`config.mk`:
```
export PLATFORM = sky130hd
export DESIGN_NAME = grid_valve_sequencer_flat
export DESIGN_NICKNAME = d
export VERILOG_FILES = /design/src/rtl/grid_valve_sequencer_pkg.sv /design/src/rtl/grid_valve_sequencer_if.sv /design/src/rtl/grid_valve_sequencer_timer.sv /design/src/rtl/grid_valve_sequencer.sv /design/src/flat_wrapper.sv
export SDC_FILE = /design/constraint.sdc
export NUM_CORES = 1
export LEC_CHECK = 0
export CORE_MARGIN = 2
export CORE_UTILIZATION = 42
export CTS_CLUSTER_SIZE = 8
export DETAILED_ROUTE_END_ITERATION = 8
export PLACE_DENSITY = 0.68
export REMOVE_ABC_BUFFERS = 1
export SLEW_MARGIN = 20
export SYNTH_ARGS = -nofsm -noshare
export SYNTH_HDL_FRONTEND = slang
export SYNTH_SLANG_ARGS = --single-unit
export TNS_END_PERCENT = 1
```
`constraint.sdc`:
```
create_clock -name clk -period 2.7 [get_ports clk]
set_input_delay 0.405 -clock clk [delete_from_list [all_inputs] [get_ports clk]]
set_output_delay 0.405 -clock clk [all_outputs]
set_load 0.01 [all_outputs]
```
`src/rtl/grid_valve_sequencer_pkg.sv`:
```
// Shared definitions for the grid valve sequencer: phase encodings and the
// combinational helpers that turn a command into valve patterns.
package grid_seq_pkg;

    // Widest configurations the helpers cover; callers cast down to their size.
    localparam int MAX_SEL_W  = 8;
    localparam int MAX_STAGES = 32;

    typedef logic [2:0] state_t;

    localparam logic [2:0] ST_IDLE   = 3'd0;
    localparam logic [2:0] ST_SELECT = 3'd1;
    localparam logic [2:0] ST_FILL   = 3'd2;
    localparam logic [2:0] ST_HOLD   = 3'd3;
    localparam logic [2:0] ST_FLUSH  = 3'd4;

    // One open valve per MUX level: [2k] opens when sel bit k is 0, [2k+1] when it is 1.
    function automatic logic [2*MAX_SEL_W-1:0] mux_decode(input logic [MAX_SEL_W-1:0] sel);
        logic [2*MAX_SEL_W-1:0] pairs;
        pairs = '0;
        for (int k = 0; k < MAX_SEL_W; k++) begin
            if (sel[k]) pairs[2*k+1] = 1'b1;
            else        pairs[2*k]   = 1'b1;
        end
        return pairs;
    endfunction

    // Thermometer mask: stages 0..stage inclusive are set.
    function automatic logic [MAX_STAGES-1:0] stage_mask(input logic [5:0] stage);
        logic [MAX_STAGES-1:0] mask;
        mask = '0;
        for (int i = 0; i < MAX_STAGES; i++) begin
            mask[i] = (i <= int'(stage));
        end
        return mask;
    endfunction

endpackage

```
`src/rtl/grid_valve_sequencer_if.sv`:
```
// Command channel of the grid valve sequencer: valid/ready handshake plus
// the command fields (input select, last stage, fill and hold times).
interface grid_valve_sequencer_if #(
    parameter int SEL_W   = 3,
    parameter int STAGE_W = 4,
    parameter int TIMER_W = 16
) ();
    logic               cmd_valid;
    logic               cmd_ready;
    logic [SEL_W-1:0]   cmd_sel;
    logic [STAGE_W-1:0] cmd_stage;
    logic [TIMER_W-1:0] cmd_fill;
    logic [TIMER_W-1:0] cmd_hold;

    modport master (
        output cmd_valid, cmd_sel, cmd_stage, cmd_fill, cmd_hold,
        input  cmd_ready
    );

    modport slave (
        input  cmd_valid, cmd_sel, cmd_stage, cmd_fill, cmd_hold,
        output cmd_ready
    );
endinterface

```
`src/rtl/grid_valve_sequencer_timer.sv`:
```
// Phase timer: loadable down-counter that stops at zero. expire is high
// during the last cycle of a phase (count == 1), so a phase loaded with N
// lasts exactly N cycles.
module grid_seq_timer #(
    parameter int TIMER_W = 16
) (
    input  logic               clk,
    input  logic               rst_n,
    input  logic               load,
    input  logic [TIMER_W-1:0] load_val,
    output logic [TIMER_W-1:0] value,
    output logic               expire
);

    // Load wins over counting; the count parks at zero instead of wrapping.
    always_ff @(posedge clk or negedge rst_n) begin
        if (!rst_n) begin
            value <= '0;
        end else if (load) begin
            value <= load_val;
        end else if (value != '0) begin
            value <= value - 1'b1;
        end
    end

    assign expire = (value == TIMER_W'(1));

endmodule

```
`src/rtl/grid_valve_sequencer.sv`:
```
// Timed pneumatic controller for the cell-trap grid: one command walks the
// valves through SELECT -> FILL -> HOLD -> FLUSH and returns to IDLE.
// All valve and status outputs are registered from the next phase.
// Optional feature: define GRID_SEQ_ABORT_EN to add the `abort` input, which
// cuts SELECT/FILL/HOLD short and jumps straight to a full-length FLUSH.
module grid_valve_sequencer
    import grid_seq_pkg::*;
#(
    parameter int NUM_INPUTS = 8,
    parameter int NUM_STAGES = 8,
    parameter int TIMER_W    = 16,
    parameter int SETTLE_CYC = 64,
    localparam int SEL_W     = $clog2(NUM_INPUTS),
    localparam int STAGE_W   = $clog2(NUM_STAGES + 1)
) (
    input  logic                  clk,
    input  logic                  rst_n,
    grid_valve_sequencer_if.slave cmd,
`ifdef GRID_SEQ_ABORT_EN
    input  logic                  abort,
`endif
    output logic [2*SEL_W-1:0]    mux_air,
    output logic [NUM_STAGES-1:0] d_air,
    output logic [NUM_STAGES-1:0] e_air,
    output logic                  busy,
    output logic                  done,
    output logic                  err
);

    state_t             state_q;
    state_t             state_n;
    logic               ready_q;
    logic               accept;
    logic               reject;
    logic               abort_req;

    logic [SEL_W-1:0]   sel_q;
    logic [SEL_W-1:0]   sel_n;
    logic [STAGE_W-1:0] stage_q;
    logic [TIMER_W-1:0] fill_q;
    logic [TIMER_W-1:0] hold_q;
    logic [TIMER_W-1:0] fill_len;
    logic [TIMER_W-1:0] hold_len;

    logic               tmr_load;
    logic [TIMER_W-1:0] tmr_val;
    logic [TIMER_W-1:0] tmr_value;
    logic               tmr_expire;

`ifdef GRID_SEQ_ABORT_EN
    assign abort_req = abort;
`else
    assign abort_req = 1'b0;
`endif

    assign cmd.cmd_ready = ready_q;

    // Out-of-range stages are refused at the handshake and never reach the FSM.
    assign accept = cmd.cmd_valid & ready_q & (cmd.cmd_stage <  STAGE_W'(NUM_STAGES));
    assign reject = cmd.cmd_valid & ready_q & (cmd.cmd_stage >= STAGE_W'(NUM_STAGES));

    // A zero duration still gives a one-cycle phase.
    assign fill_len = (fill_q == '0) ? TIMER_W'(1) : fill_q;
    assign hold_len = (hold_q == '0) ? TIMER_W'(1) : hold_q;

    // The accept edge already drives the MUX, so bypass the capture register there.
    assign sel_n = accept ? cmd.cmd_sel : sel_q;

    grid_seq_timer #(
        .TIMER_W  (TIMER_W)
    ) u_timer (
        .clk      (clk),
        .rst_n    (rst_n),
        .load     (tmr_load),
        .load_val (tmr_val),
        .value    (tmr_value),
        .expire   (tmr_expire)
    );

    // Capture the command fields on the accepting edge; they are data, not reset.
    always_ff @(posedge clk) begin
        if (accept) begin
            sel_q   <= cmd.cmd_sel;
            stage_q <= cmd.cmd_stage;
            fill_q  <= cmd.cmd_fill;
            hold_q  <= cmd.cmd_hold;
        end
    end

    // Phase sequencing; every transition reloads the timer for the phase being entered.
    always_comb begin
        state_n  = state_q;
        tmr_load = 1'b0;
        tmr_val  = '0;
        case (state_q)
            ST_IDLE: begin
                if (accept) begin
                    state_n  = ST_SELECT;
                    tmr_load = 1'b1;
                    tmr_val  = TIMER_W'(SETTLE_CYC);
                end
            end
            ST_SELECT: begin
                if (abort_req) begin
                    state_n  = ST_FLUSH;
                    tmr_load = 1'b1;
                    tmr_val  = hold_len;
                end else if (tmr_expire) begin
                    state_n  = ST_FILL;
                    tmr_load = 1'b1;
                    tmr_val  = fill_len;
                end
            end
            ST_FILL: begin
                if (abort_req) begin
                    state_n  = ST_FLUSH;
                    tmr_load = 1'b1;
                    tmr_val  = hold_len;
                end else if (tmr_expire) begin
                    state_n  = ST_HOLD;
                    tmr_load = 1'b1;
                    tmr_val  = hold_len;
                end
            end
            ST_HOLD: begin
                if (abort_req || tmr_expire) begin
                    state_n  = ST_FLUSH;
                    tmr_load = 1'b1;
                    tmr_val  = hold_len;
                end
            end
            ST_FLUSH: begin
                if (tmr_expire) begin
                    state_n = ST_IDLE;
                end
            end
            default: begin
                state_n = ST_IDLE;
            end
        endcase
    end

    // State and registered outputs, decoded from the phase being entered; reset closes every valve at once.
    always_ff @(posedge clk or negedge rst_n) begin
        if (!rst_n) begin
            state_q <= ST_IDLE;
            ready_q <= 1'b1;
            busy    <= 1'b0;
            done    <= 1'b0;
            err     <= 1'b0;
            mux_air <= '0;
            d_air   <= '0;
            e_air   <= '0;
        end else begin
            state_q <= state_n;
            ready_q <= (state_n == ST_IDLE);
            busy    <= (state_n != ST_IDLE);
            done    <= (state_q == ST_FLUSH) && (state_n == ST_IDLE);
            err     <= reject;
            mux_air <= (state_n == ST_SELECT || state_n == ST_FILL || state_n == ST_HOLD)
                       ? (2*SEL_W)'(mux_decode(MAX_SEL_W'(sel_n))) : '0;
            d_air   <= (state_n == ST_FILL)  ? NUM_STAGES'(stage_mask(6'(stage_q))) : '0;
            e_air   <= (state_n == ST_FLUSH) ? NUM_STAGES'(stage_mask(6'(stage_q))) : '0;
        end
    end

    logic [SEL_W-1:0] pair_clash;

    // Flag any MUX level with both of its valves open.
    always_comb begin
        pair_clash = '0;
        for (int k = 0; k < SEL_W; k++) begin
            pair_clash[k] = mux_air[2*k] & mux_air[2*k+1];
        end
    end

    a_no_trap_bypass_clash: assert property (@(posedge clk) disable iff (!rst_n)
        (d_air & e_air) == '0);
    a_no_mux_pair_clash: assert property (@(posedge clk) disable iff (!rst_n)
        pair_clash == '0);
    a_timer_idle_parked: assert property (@(posedge clk) disable iff (!rst_n)
        (state_q == ST_IDLE) |-> (tmr_value == '0));

endmodule

```
`src/flat_wrapper.sv`:
```
// flat-port wrapper written by rule: the top's interface ports become plain ports
module grid_valve_sequencer_flat import grid_seq_pkg::*;
#(
    parameter int NUM_INPUTS = 8,
    parameter int NUM_STAGES = 8,
    parameter int TIMER_W    = 16,
    parameter int SETTLE_CYC = 64,
    localparam int SEL_W     = $clog2(NUM_INPUTS),
    localparam int STAGE_W   = $clog2(NUM_STAGES + 1)
)
  (clk, rst_n, mux_air, d_air, e_air, busy, done, err, cmd_cmd_valid, cmd_cmd_sel, cmd_cmd_stage, cmd_cmd_fill, cmd_cmd_hold, cmd_cmd_ready);
  grid_valve_sequencer_if #(.SEL_W(3), .STAGE_W(4), .TIMER_W(TIMER_W)) cmd_i ();
  input  logic clk;
  input  logic rst_n;
  output logic [2*SEL_W-1:0] mux_air;
  output logic [NUM_STAGES-1:0] d_air;
  output logic [NUM_STAGES-1:0] e_air;
  output logic busy;
  output logic done;
  output logic err;
  input wire logic [$bits(cmd_i.cmd_valid)-1:0] cmd_cmd_valid;
  input wire logic [$bits(cmd_i.cmd_sel)-1:0] cmd_cmd_sel;
  input wire logic [$bits(cmd_i.cmd_stage)-1:0] cmd_cmd_stage;
  input wire logic [$bits(cmd_i.cmd_fill)-1:0] cmd_cmd_fill;
  input wire logic [$bits(cmd_i.cmd_hold)-1:0] cmd_cmd_hold;
  output wire logic [$bits(cmd_i.cmd_ready)-1:0] cmd_cmd_ready;
  assign cmd_i.cmd_valid = cmd_cmd_valid;
  assign cmd_i.cmd_sel = cmd_cmd_sel;
  assign cmd_i.cmd_stage = cmd_cmd_stage;
  assign cmd_i.cmd_fill = cmd_cmd_fill;
  assign cmd_i.cmd_hold = cmd_cmd_hold;
  assign cmd_cmd_ready = cmd_i.cmd_ready;
  grid_valve_sequencer #(.NUM_INPUTS(NUM_INPUTS), .NUM_STAGES(NUM_STAGES), .TIMER_W(TIMER_W), .SETTLE_CYC(SETTLE_CYC)) u_core (.clk(clk), .rst_n(rst_n), .cmd(cmd_i), .mux_air(mux_air), .d_air(d_air), .e_air(e_air), .busy(busy), .done(done), .err(err));
endmodule
```
# After elaboration in Yosys (flattened, before gate mapping)
# Cells that the tools add are included.
[op_classes]
eq_ne = 9
bitwise_logic = 3
n_reduce_logical = 12
magnitude_cmp = 9
add_sub_neg = 1
muxes = 27
[op_table]
columns = ["cell", "count"]
rows = [
  ["16-bit two-way mux", 6],
  ["16-bit case mux with 3 select lines", 1],
  ["16-bit logical NOT", 2],
  ["3-bit two-way mux", 6],
  ["16-bit by 1-bit == test with 1-bit output, second input constant", 1],
  ["3-bit by 4-bit less-or-equal comparator with 1-bit output, first input constant", 4],
  ["8-bit two-way mux", 2],
  ["16-bit nonzero test", 1],
  ["16-bit by 1-bit subtractor with 16-bit output, second input constant", 1],
  ["3-bit case mux with 5 select lines", 1],
  ["3-bit by 2-bit == test with 1-bit output, second input constant", 4],
  ["2-bit by 4-bit less-or-equal comparator with 1-bit output, first input constant", 2],
  ["1-bit two-way mux", 8],
  ["7-bit two-way mux", 1],
  ["3-bit by 1-bit == test with 1-bit output, second input constant", 2],
  ["3-bit == test, second input constant", 2],
  ["3-bit logical NOT", 2],
  ["6-bit two-way mux", 1],
  ["4-bit >= comparator, second input constant", 1],
  ["1-bit by 4-bit less-or-equal comparator with 1-bit output, first input constant", 1],
  ["4-bit less-than comparator, second input constant", 1],
  ["1-bit AND", 3],
  ["3-bit nonzero test", 1],
  ["3-bit OR reduction", 1],
  ["other kinds (5)", 6],
]
[word_totals]
elab_cells = 74
output_inout_bits = 26
inputBits = 42
ff_bits = 84

# Logic depth before layout (Yosys ltp)
[depth]
ltp_word = 8
depth_mapped = 9
depth_no_buf = 7

# By module
# From an unflattened synthesis, not the netlist that was laid out.
[hier_totals]
hier_cells = 314
area_unflattened_um2 = 3759.9
[by_module_without_submodules]
columns = ["module", "seq_area_each_um2", "area_per_inst_um2", "cells_each", "n_inst"]
rows = [
  ["grid_valve_sequencer", 1868.0, 2667.6, 201, 1],
  ["grid_seq_timer", 400.4, 1092.3, 113, 1],
]

# Worst setup path before layout
# Ideal clock, no wire load.
[synth_timing]
kind = "register -> register"
from = "register u_core.ready_q (netlist: u_core.cmd.cmd_ready)"
to = "register u_core.mux_air[5]"
setup_ns = 0.067
synth_period_minus_slack_ns = 1.928
arrival_ns = 1.861
slack_ns = 0.772
path_buffers = 0
path_stages_with_launch = 6
t_required_ns = 2.633
path_cell_list = "dfstp_2 -> nand3b_1 -> inv_1 -> nand2_1 -> nand2_1 -> and3_1"
[synth_via]
word_cells_on_any_way = 12
cone_classes = "eq/ne (3); mux (5); bitwise (2); reduce/logical (2)"
[synth_lines]
columns = ["element", "line", "text"]
rows = [
  ["start: declaration", "grid_valve_sequencer.sv:32", "logic ready_q;"],
  ["start signal: assignment", "grid_valve_sequencer.sv:156", "ready_q <= (state_n == ST_IDLE);"],
  ["1-bit AND (2 in series)", "grid_valve_sequencer.sv:59", "assign accept = cmd.cmd_valid & ready_q & (cmd.cmd_stage < STAGE_W'(NUM_STAGES));"],
  ["net u_core.accept", "grid_valve_sequencer.sv:33", "logic accept;"],
  ["3-bit two-way mux", "grid_valve_sequencer.sv:67", "assign sel_n = accept ? cmd.cmd_sel : sel_q;"],
  ["net u_core.sel_n[2]", "grid_valve_sequencer.sv:38", "logic [SEL_W-1:0] sel_n;"],
  ["1-bit two-way mux", "grid_valve_sequencer_pkg.sv:22", "if (sel[k]) pairs[2*k+1] = 1'b1;"],
  ["6-bit two-way mux", "grid_valve_sequencer.sv:161", "? (2*SEL_W)'(mux_decode(MAX_SEL_W'(sel_n))) : '0;"],
  ["end signal: assignment", "grid_valve_sequencer.sv:160", "mux_air <= (state_n == ST_SELECT || state_n == ST_FILL || state_n == ST_HOLD)"],
  ["end: declaration", "grid_valve_sequencer.sv:22", "output logic [2*SEL_W-1:0] mux_air,"],
]
# The timed path passes the listed nets, and every way through them passes these cells.
# A chain may end at the register's enable or synchronous reset.

# Worst setup path in the final report
[layout_timing]
from = "register u_core.u_timer.value[1]"
to = "register u_core.u_timer.value[14]"
[layout_via]
elab_chain_cells = 4
word_cells_on_any_way = 11
cone_classes = "add/sub (1); eq/ne (1); mux (7); reduce/logical (2)"
[layout_rtl]
columns = ["element", "line", "text"]
rows = [
  ["start: declaration", "grid_valve_sequencer_timer.sv:11", "output logic [TIMER_W-1:0] value,"],
  ["start signal: assignment", "grid_valve_sequencer_timer.sv:20", "value <= load_val;"],
  ["start signal: assignment", "grid_valve_sequencer_timer.sv:22", "value <= value - 1'b1;"],
  ["parallel branches: the longest is 4 deep, another holds 16-bit by 1-bit subtractor with 16-bit output", "-", ""],
]
# Several ways; the timed one is not identified. The select of a mux whose other input is x is not followed.

==> impl_metrics.toml <==
[status]
status = "complete, no violations"

[grt]
overflow = 0
grt_pass1_vias = 2358
antenna_found_initial = 0
grt_start_max_net_pins = 46
grt_usage_pct = 16.3
grt_pass1_wl_um = 11300

[critical_path]
critPathArrivalTime_ns = 2.45
path_cells = "inv_1 -> ha_1 -> or4b_1 -> nor4_1 -> xor2_1 -> a22oi_1 -> nor2_1"
slowest_stage = "or4b_1"
cp.required_ns = 2.92
path_buf_inv = 1
r2r_cells = 7
crit_type = "reg2reg"
startpoint_type = "flop"
cp_slowest_stage_delay_ns = 0.57
end_kind = "flop"
r2r-start = "u_core.u_timer.value[1]"
ff2ff_setup_slack_ns = 0.47
path_delay_family = "simple AND/OR/NAND/NOR gates"
r2r-end = "u_core.u_timer.value[14]"
cp_max_fo = 5

[placement]
place_inst = 442
dp_hpwl_um = 5050
dpl_cell_area_um2 = 4290
port_buffers = 67
gp_congestion = 0.853

[run]
maxCapViolCount = 0

[route]
drc = 0
drtIter0Drc = 103
antenna_left = 0
totalWireLength_um = 6740
post_drt_via_cell_ratio = 5.19
routedWlPerCell_um = 14.7
dr.pass1.iters = 4
vias = 2379

[clock_tree]
clk_pin_slew_worst_paths_ns = 0.08
root_buffer = "clkbuf_8"
clock_path_buffers = 2
cts_setup_buffers = 0
cts_buffers = 9
tritoncts = "done"
clk-insertion-delay-late_ns = 0.35
htreeDepth = 3
hold_buffers = 0
cts_resized = 0
clock-sinks = 84

[logic_synthesis]
ys_async_sr_fraction_pct = 53.6
synth_top_area_cell = "dfrtp_1"
synth_ff_type = "dfrtp_1"
synthCells = 275
synth_cell_types = 48
synthTopCellsByArea = "dfrtp_1 31%, edfxtp_1 31%, nor2_1 4.2%"
synth_edf_count = 36
synth.top_cell.area_share_pct = 31.4
synth_area_um2 = 3510
yosysWarnings = 0
avgSynthCellArea_um2 = 12.8
yosysSeqAreaShare_pct = 64.6
ys_seq_elements = 84

[floorplan]
io_pins = 68
rows = 33
die_area_um2 = 9110
start_util_pct = 42.9
chipWidth_um = 95.4
die_h_um = 95.4
coreArea_um2 = 8180

[final_layout]
regArea_um2 = 2270
stdcell_count = 458
final_cell_mix = "66 x clkdlybuf4s50_1, 44 x dfrtp_1, 39 x nor2_1"
antennaDiodeCount = 0
fin_nets = 393
multiInputGateArea_um2 = 1150
layout-drive-gt1-share_pct = 11.0
fillers = 693
fin_area_um2 = 4500
final_common_cell = "clkdlybuf4s50_1"
area.growth.synth_to_final_pct = 28.2

[power_and_ir_drop]
p_comb_share_pct = 29.8
p_seq_share_pct = 46.5
intPower_mw = 2.66
vdd_drop_max_uv = 418
swShare_pct = 32.0
p_leak_nw = 1.84
p_per_area_nw_per_um2 = 869
p_switching_mw = 1.25
p_clk_share_pct = 23.7

[timing]
rsz0062_at_grt = "no"
post-route-period-util_pct = 82.5
fmax_ghz = 0.449
fin_tns_setup_ns = 0
relSlewSlack_pct = 45.5
timing.hold.ws_ns = 0.0337
skew_ns = 0.0104
tightest_slew_ns = 0.811
setup_viol = 0
finalHoldViolations = 0
finalCriticalPeriod_ns = 2.23
maxSlewViolCount = 0

[worst_hold_path]
hold_class = "in2async"
cell type report:
type,instances,share of cell area (%)
flip-flops and latches,84,50.4
multi-input cells,175,25.6
repair buffers,71,15.8
inverters,7,0.584
clock inverters,4,1.22
well taps,105,2.92
clock buffers,12,3.48
Yosys cell counts, types with 3 or more instances:
library cell,number
dfrtp_1,44
nor2_1,39
edfxtp_1,36
nand2_1,17
a22oi_1,15
nor4_1,14
a22o_2,8
xnor2_1,8
a21oi_1,7
inv_1,7
nor3_1,6
xor2_1,6
a22o_1,5
nand4_1,5
and3_1,4
nand3_1,4
a21o_1,3
clkbuf_1,3
dfxtp_1,3
ha_1,3
nor2b_1,3
kinds of logic (layout without fill, tap and decap cells):
group / after synthesis / count (layout) / synth area share (%)
xor+xnor: 14 / 14 / 3.49
simple gates: 109 / 109 / 17.1
flops: 84 / 84 / 64.6
buf+inv: 16 / 94 / 2.60
fa+ha+maj: 3 / 3 / 1.07
compound gates: 49 / 49 / 11.2
worst reg2reg max path: cells and delay by family, from the launching register on:
family                     cells  cell delay [ns]
buffers and inverters          1             0.16
adders and majority gates      1             0.27
and+or+nand+nor                3             0.93
xor gates and xnor gates       1             0.13
AOI/OAI and AO/OA              1             0.20
DFF                            1             0.42
stage by stage:
step | power, mW | util (%) | setup WS, ns
2_1_floorplan | 2.57 | - | 0.640
3_3_place_gp | 2.99 | 52.4 | 0.485
3_5_place_dp | 3.00 | 52.4 | 0.446
4_1_cts | 3.93 | 55.0 | 0.475
5_1_grt | 4.15 | 55.0 | 0.278
6_report | 3.91 | 55.0 | 0.472
state kept, by name, indices dropped and copies added, names as in the netlist, 3 cells and up:
signal and flops:
u_core.mux_air 6, u_core.stage_q 4, u_core.d_air 8, u_core.fill_q 16, u_core.hold_q 16, u_core.e_air 8, u_core.state_q 3, u_core.sel_q 3
u_core.u_timer.value 16
worst max path at each step:
stage,startpoint,endpoint,slack [ns],depth (start not counted)
after floorplan,u_core.u_timer.value[5],u_core.cmd.cmd_ready,0.64,5
after global placement,cmd_cmd_stage[3],u_core.u_timer.value[15],0.49,6
after detailed placement,cmd_cmd_stage[3],u_core.u_timer.value[9],0.45,6
after CTS,u_core.u_timer.value[1],u_core.u_timer.value[14],0.47,7
after global routing,u_core.u_timer.value[1],u_core.u_timer.value[10],0.28,7
final,u_core.u_timer.value[1],u_core.u_timer.value[14],0.47,7
metal layers:
| layer | vias to the layer above | global-route usage (%) | routed length, um |
|---|---|---|---|
| li1 | 1167 | - | - |
| met1 | 1143 | 22.1 | 3050 |
| met2 | 59 | 24.8 | 3260 |
| met3 | 10 | 4.90 | 303 |
| met4 | 0 | 6.31 | 120 |
| met5 | - | 0 | 0 |
power by group through the flow:
stage,combinational (mW),sequential [mW],clock [mW]
after floorplan,0.741,1.83,0
after global placement,1.15,1.84,0
after detailed placement,1.16,1.85,0
after CTS,1.17,1.82,0.947
after global routing,1.30,1.85,1.01
final,1.17,1.82,0.926
Power figures use the tool's default switching activity.
==> edit 1, RTL diff (config.mk and constraints unchanged) <==
Put one more register stage on the output `err`, cleared by the reset. The value now appears one clock later. The other outputs are not delayed to match.
--- a/src/rtl/grid_valve_sequencer.sv
+++ b/src/rtl/grid_valve_sequencer.sv
@@ -27,4 +27,6 @@
     output logic                  err
 );
+
+    logic err_s0;
 
     state_t             state_q;
@@ -148,5 +150,5 @@
             busy    <= 1'b0;
             done    <= 1'b0;
-            err     <= 1'b0;
+            err_s0  <= 1'b0;
             mux_air <= '0;
             d_air   <= '0;
@@ -157,5 +159,5 @@
             busy    <= (state_n != ST_IDLE);
             done    <= (state_q == ST_FLUSH) && (state_n == ST_IDLE);
-            err     <= reject;
+            err_s0  <= reject;
             mux_air <= (state_n == ST_SELECT || state_n == ST_FILL || state_n == ST_HOLD)
                        ? (2*SEL_W)'(mux_decode(MAX_SEL_W'(sel_n))) : '0;
@@ -182,4 +184,12 @@
         (state_q == ST_IDLE) |-> (tmr_value == '0));
 
+    always_ff @(posedge clk or negedge rst_n) begin
+        if (!rst_n) begin
+            err <= '0;
+        end else begin
+            err <= err_s0;
+        end
+    end
+
 endmodule
 
Formal check against the unedited RTL: not equivalent (a bounded check fails within 4 cycles, from zero or initial values and one cycle with rst_n low).
==> edit 1 against the original RTL <==
Die area grew 1.0%. Clock skew is essentially flat. Final area grew 0.11%. Critical path depth is the same. Setup slack gained 0.092 ns. Critical path type unchanged. Sequential cell count grew 1. Global-route usage grew 0.076 points. Wire length grew 4.2%. First-iteration DRC count grew 130%. Total power shrank 9.4%. Synthesized cell count shrank 0.36%. Via count grew 3.2%. Synthesized area grew 1.1%. Count of clock-buffer cells in the layout shrank 2.
==> edit 1: results <==
timing:
  clock_skew_ns: 0.0101
  hold_slack_ns: 0.0402
  slew_headroom_pct: 61.9
  fmax_mhz: 468
pwr:
  power.share.switching_pct: 32.2
  ir_drop_v: 0.000479
global_routing:
  grtUsageMet2_pct: 24.7
  grt_pass1_vias: 2353
  grt_usage_pct: 16.4
  gr-usage-met1_pct: 23.4
status:
  status: "completed"
setup_path:
  crit_path_max_fanout: 12
  worst_r2r_endpoint: "u_core.u_timer.value[1]$_DFFE_PN0P_"
  rrSetupSlack_ns: 0.56
place:
  dp_slack_ns: 0.524
  place_congestion: 0.841
  dp_hpwl_um: 5170
  dp.cells: 444
  place_area_um2: 4330
cells_and_area:
  fin_cells: 460
  fin_nets: 395
  nFillCells: 700
yosys:
  ys_top_cells_by_count: "dfrtp_1 (45), edfxtp_1 (36), nor2_1 (27)"
  netlist_top_cells_area: "dfrtp_1 (32%), edfxtp_1 (30%), nor2_1 (2.9%)"
  seq_area_frac_synth_pct: 64.6
  ys_types: 54
  syn_inst: 274
route:
  drt_iter0_drc: 237
  vias: 2454
-- edit 1: cell types whose count changed after synthesis, sizes merged, moves of 3 or more --
cell,before,now
and4,1,4
nor2,40,28
nor4,17,14
a22o,13,1
nand2,17,20
inv,7,10
nor3,6,15
o21ai,0,4
a221o,0,10
a21oi,8,11
a22oi,15,5
-- edit 1: cell type report --
cell class | count | area (um2) | area share, %
multi-input cells | 170 | 1150 | 25.5
repair buffers | 74 | 721 | 16.0
inverters | 10 | 37.5 | 0.833
clock buffers | 10 | 128 | 2.83
clock inverters | 6 | 45.0 | 1.00
flip-flops and latches | 85 | 2290 | 50.9
well taps | 105 | 131 | 2.92
-- edit 1: kinds of logic after synthesis --
logic type | Yosys count | share of synthesized area, %
compound gates | 44 | 9.66
xor+xnor | 10 | 2.47
fa+ha+maj | 3 | 1.06
buf+inv | 19 | 3.00
flops | 85 | 64.6
simple gates | 113 | 19.2
-- edit 1: power groups by stage --
| stage | Combinational (uW) | Sequential (uW) | Clock (uW) |
|---|---|---|---|
| after detailed placement | 932 | 1840 | 0 |
| final | 940 | 1810 | 792 |
| after global routing | 1040 | 1850 | 869 |
| after global placement | 922 | 1830 | 0 |
| after CTS | 937 | 1810 | 819 |
| after floorplan | 562 | 1810 | 0 |
-- edit 1: metal layers --
metal	wire length [um]	vias up
li1	-	1176
met1	3250	1177
met2	3230	93
met3	430	8
met4	108	0
met5	0	-
-- edit 1: critical path: stages, from the launching register on --
cell,delay (ns)
dfrtp_1,0.42
inv_1,0.12
ha_1,0.15
nor4b_2,0.34
nand4_4,0.26
nor3_4,0.43
a22oi_1,0.18
a21oi_1,0.17
==> edit 2, RTL diff (same settings) <==
Without the edit above. `TIMER_W` is set to 16 in 4 places; all go to 32.
--- a/src/rtl/grid_valve_sequencer_if.sv
+++ b/src/rtl/grid_valve_sequencer_if.sv
@@ -4,5 +4,5 @@
     parameter int SEL_W   = 3,
     parameter int STAGE_W = 4,
-    parameter int TIMER_W = 16
+    parameter int TIMER_W = 32
 ) ();
     logic               cmd_valid;
--- a/src/rtl/grid_valve_sequencer_timer.sv
+++ b/src/rtl/grid_valve_sequencer_timer.sv
@@ -3,5 +3,5 @@
 // lasts exactly N cycles.
 module grid_seq_timer #(
-    parameter int TIMER_W = 16
+    parameter int TIMER_W = 32
 ) (
     input  logic               clk,
--- a/src/rtl/grid_valve_sequencer.sv
+++ b/src/rtl/grid_valve_sequencer.sv
@@ -9,5 +9,5 @@
     parameter int NUM_INPUTS = 8,
     parameter int NUM_STAGES = 8,
-    parameter int TIMER_W    = 16,
+    parameter int TIMER_W    = 32,
     parameter int SETTLE_CYC = 64,
     localparam int SEL_W     = $clog2(NUM_INPUTS),
--- a/src/flat_wrapper.sv
+++ b/src/flat_wrapper.sv
@@ -4,5 +4,5 @@
     parameter int NUM_INPUTS = 8,
     parameter int NUM_STAGES = 8,
-    parameter int TIMER_W    = 16,
+    parameter int TIMER_W    = 32,
     parameter int SETTLE_CYC = 64,
     localparam int SEL_W     = $clog2(NUM_INPUTS),
Ports: changed (resized cmd_cmd_fill and cmd_cmd_hold); port bits go from 68 to 100. The function was not compared with the original's and may differ.
==> edit 2 against the original RTL <==
Setup slack worse by 0.36 ns. Total power is 17% higher. Final cell count is 66% higher. Sequential cell count is 48 higher. Synthesized cell count is 63% higher. Largest cell class unchanged. Critical endpoint is now u_core.u_timer.value[12]$_DFFE_PN0P_. Core utilization increased by 3.5 points. Synthesized area grew 57%. Highest routed layer unchanged. Wire length increased by 88%. Final area increased by 65%.
==> edit 2: results <==
yosys:
  syn_inst: 448
  synthArstFlopShare_pct: 46.2
  synth_ff_type: "edfxtp_1"
  synth_edf_count: 68
  ys_top_cells_by_count: "edfxtp_1 (68), dfrtp_1 (60), nor2_1 (51)"
  yosysWarnings: 0
  seq_area_frac_synth_pct: 66.1
  netlist_top_cells_area: "edfxtp_1 (37%), dfrtp_1 (27%), a22oi_1 (4.0%)"
  ys_types: 50
clock_tree:
  cts_setup_buffers: 0
  cts_max_path_buffers: 2
  clockRootBuffer: "clkbuf_16"
  cts_made_buffers: 17
  cts-resized-gates: 0
  cts.htree.levels: 4
  path_clk_slew_ns: 0.06
  clkLatencyLatePin_ns: 0.42
place:
  place_area_um2: 6830
  port_buffers: 99
  dp.cells: 728
  place_congestion: 0.904
  dp_hpwl_um: 9210
global_routing:
  antenna_found_initial: 0
  grtUsageMet2_pct: 30.9
  grt_pass1_wl_um: 20800
  met3_usage_pct: 5.65
  grt_pass1_vias: 4065
  gr-usage-met1_pct: 24.1
  grt_max_degree: 42
  grt_usage_pct: 19.0
status:
  status: "completed"
route:
  via_per_inst: 5.49
  finalWirelength_um: 12700
  dr.pass1.iters: 5
  drt_iter0_drc: 423
pwr:
  ir_drop_v: 0.000427
  power_leakage_uw: 0.00299
timing:
  slew_headroom_pct: 51.6
  clock_skew_ns: 0.00724
setup_path:
  rrSetupSlack_ns: 0.11
  crit_start: "u_core.u_timer.value[25]$_DFFE_PN0P_"
  cp.arrival_ns: 2.89
  worstRegToRegCells: 6
  crit_path_max_fanout: 12
  regToRegStartpoint: "u_core.u_timer.value[25]$_DFFE_PN0P_"
  endpoint: "u_core.u_timer.value[12]$_DFFE_PN0P_"
cells_and_area:
  reg_top3: "u_core.fill_q (32), u_core.hold_q (32), u_core.u_timer.value (32)"
  fin_cells: 760
  diodes: 0
  drive_above_1_share_pct: 12.2
  fin_nets: 652
worst_hold_path:
  hp-class: "in -> async"
edit 2: how the worst min path moves through the flow:
| stage | end | cells past startpoint |
|---|---|---|
| finish | u_core.err$_DFF_PN0_ | 1 |
| global route | u_core.err$_DFF_PN0_ | 1 |
| CTS | u_core.busy$_DFF_PN0_ | 1 |
| detailed placement | u_core.sel_q[2]$_DFF_P_ | 2 |
| global placement | u_core.sel_q[2]$_DFF_P_ | 2 |
| floorplan | u_core.busy$_DFF_PN0_ | 0 |
edit 2: area by class of cell:
class / count / area (um2)
clock buffers: 17 / 425
clock inverters: 15 / 184
fillers: 1076 / 5280
inverters: 8 / 30.0
multi-input cells: 290 / 1760
flip-flops and latches: 132 / 3630
well taps: 172 / 215
repair buffers: 126 / 1200
edit 2: critical path: stages, from the launching register on:
cell	delay [ns]
dfrtp_1	0.42
or3_1	0.40
or4_4	0.50
or2_1	0.26
or4_4	0.54
buf_4	0.20
and3_1	0.15
edit 2: layer usage:
metal	up-vias	wire length (um)
met5	-	0
met4	0	190
met3	16	859
met2	178	6080
met1	2010	5540
li1	1966	-
edit 2: cells by family after synthesis:
kind of cell / after synthesis / synth area share (%)
buffers and inverters: 26 / 2.14
flip-flops: 132 / 66.1
multiplexers: 1 / 0.182
AND/OR/NAND/NOR: 178 / 16.9
AO/OA/AOI/OAI: 93 / 11.6
adder cells (fa/ha/maj): 3 / 0.683
XOR/XNOR: 15 / 2.39
edit 2: power breakdown:
group | total, uW | internal [uW] | switching [uW]
clock network | 2330 | 1460 | 875
logic | 127 | 93.6 | 33.5
registers | 2120 | 2120 | 0
edit 2: through the flow:
stage	setup WS, ns	hold slack [ns]
2_1_floorplan	-0.0900	0.109
3_3_place_gp	0.154	0.443
3_5_place_dp	0.0988	0.455
4_1_cts	0.0462	0.0582
5_1_grt	0.00764	0.0939
6_report	0.111	0.0502
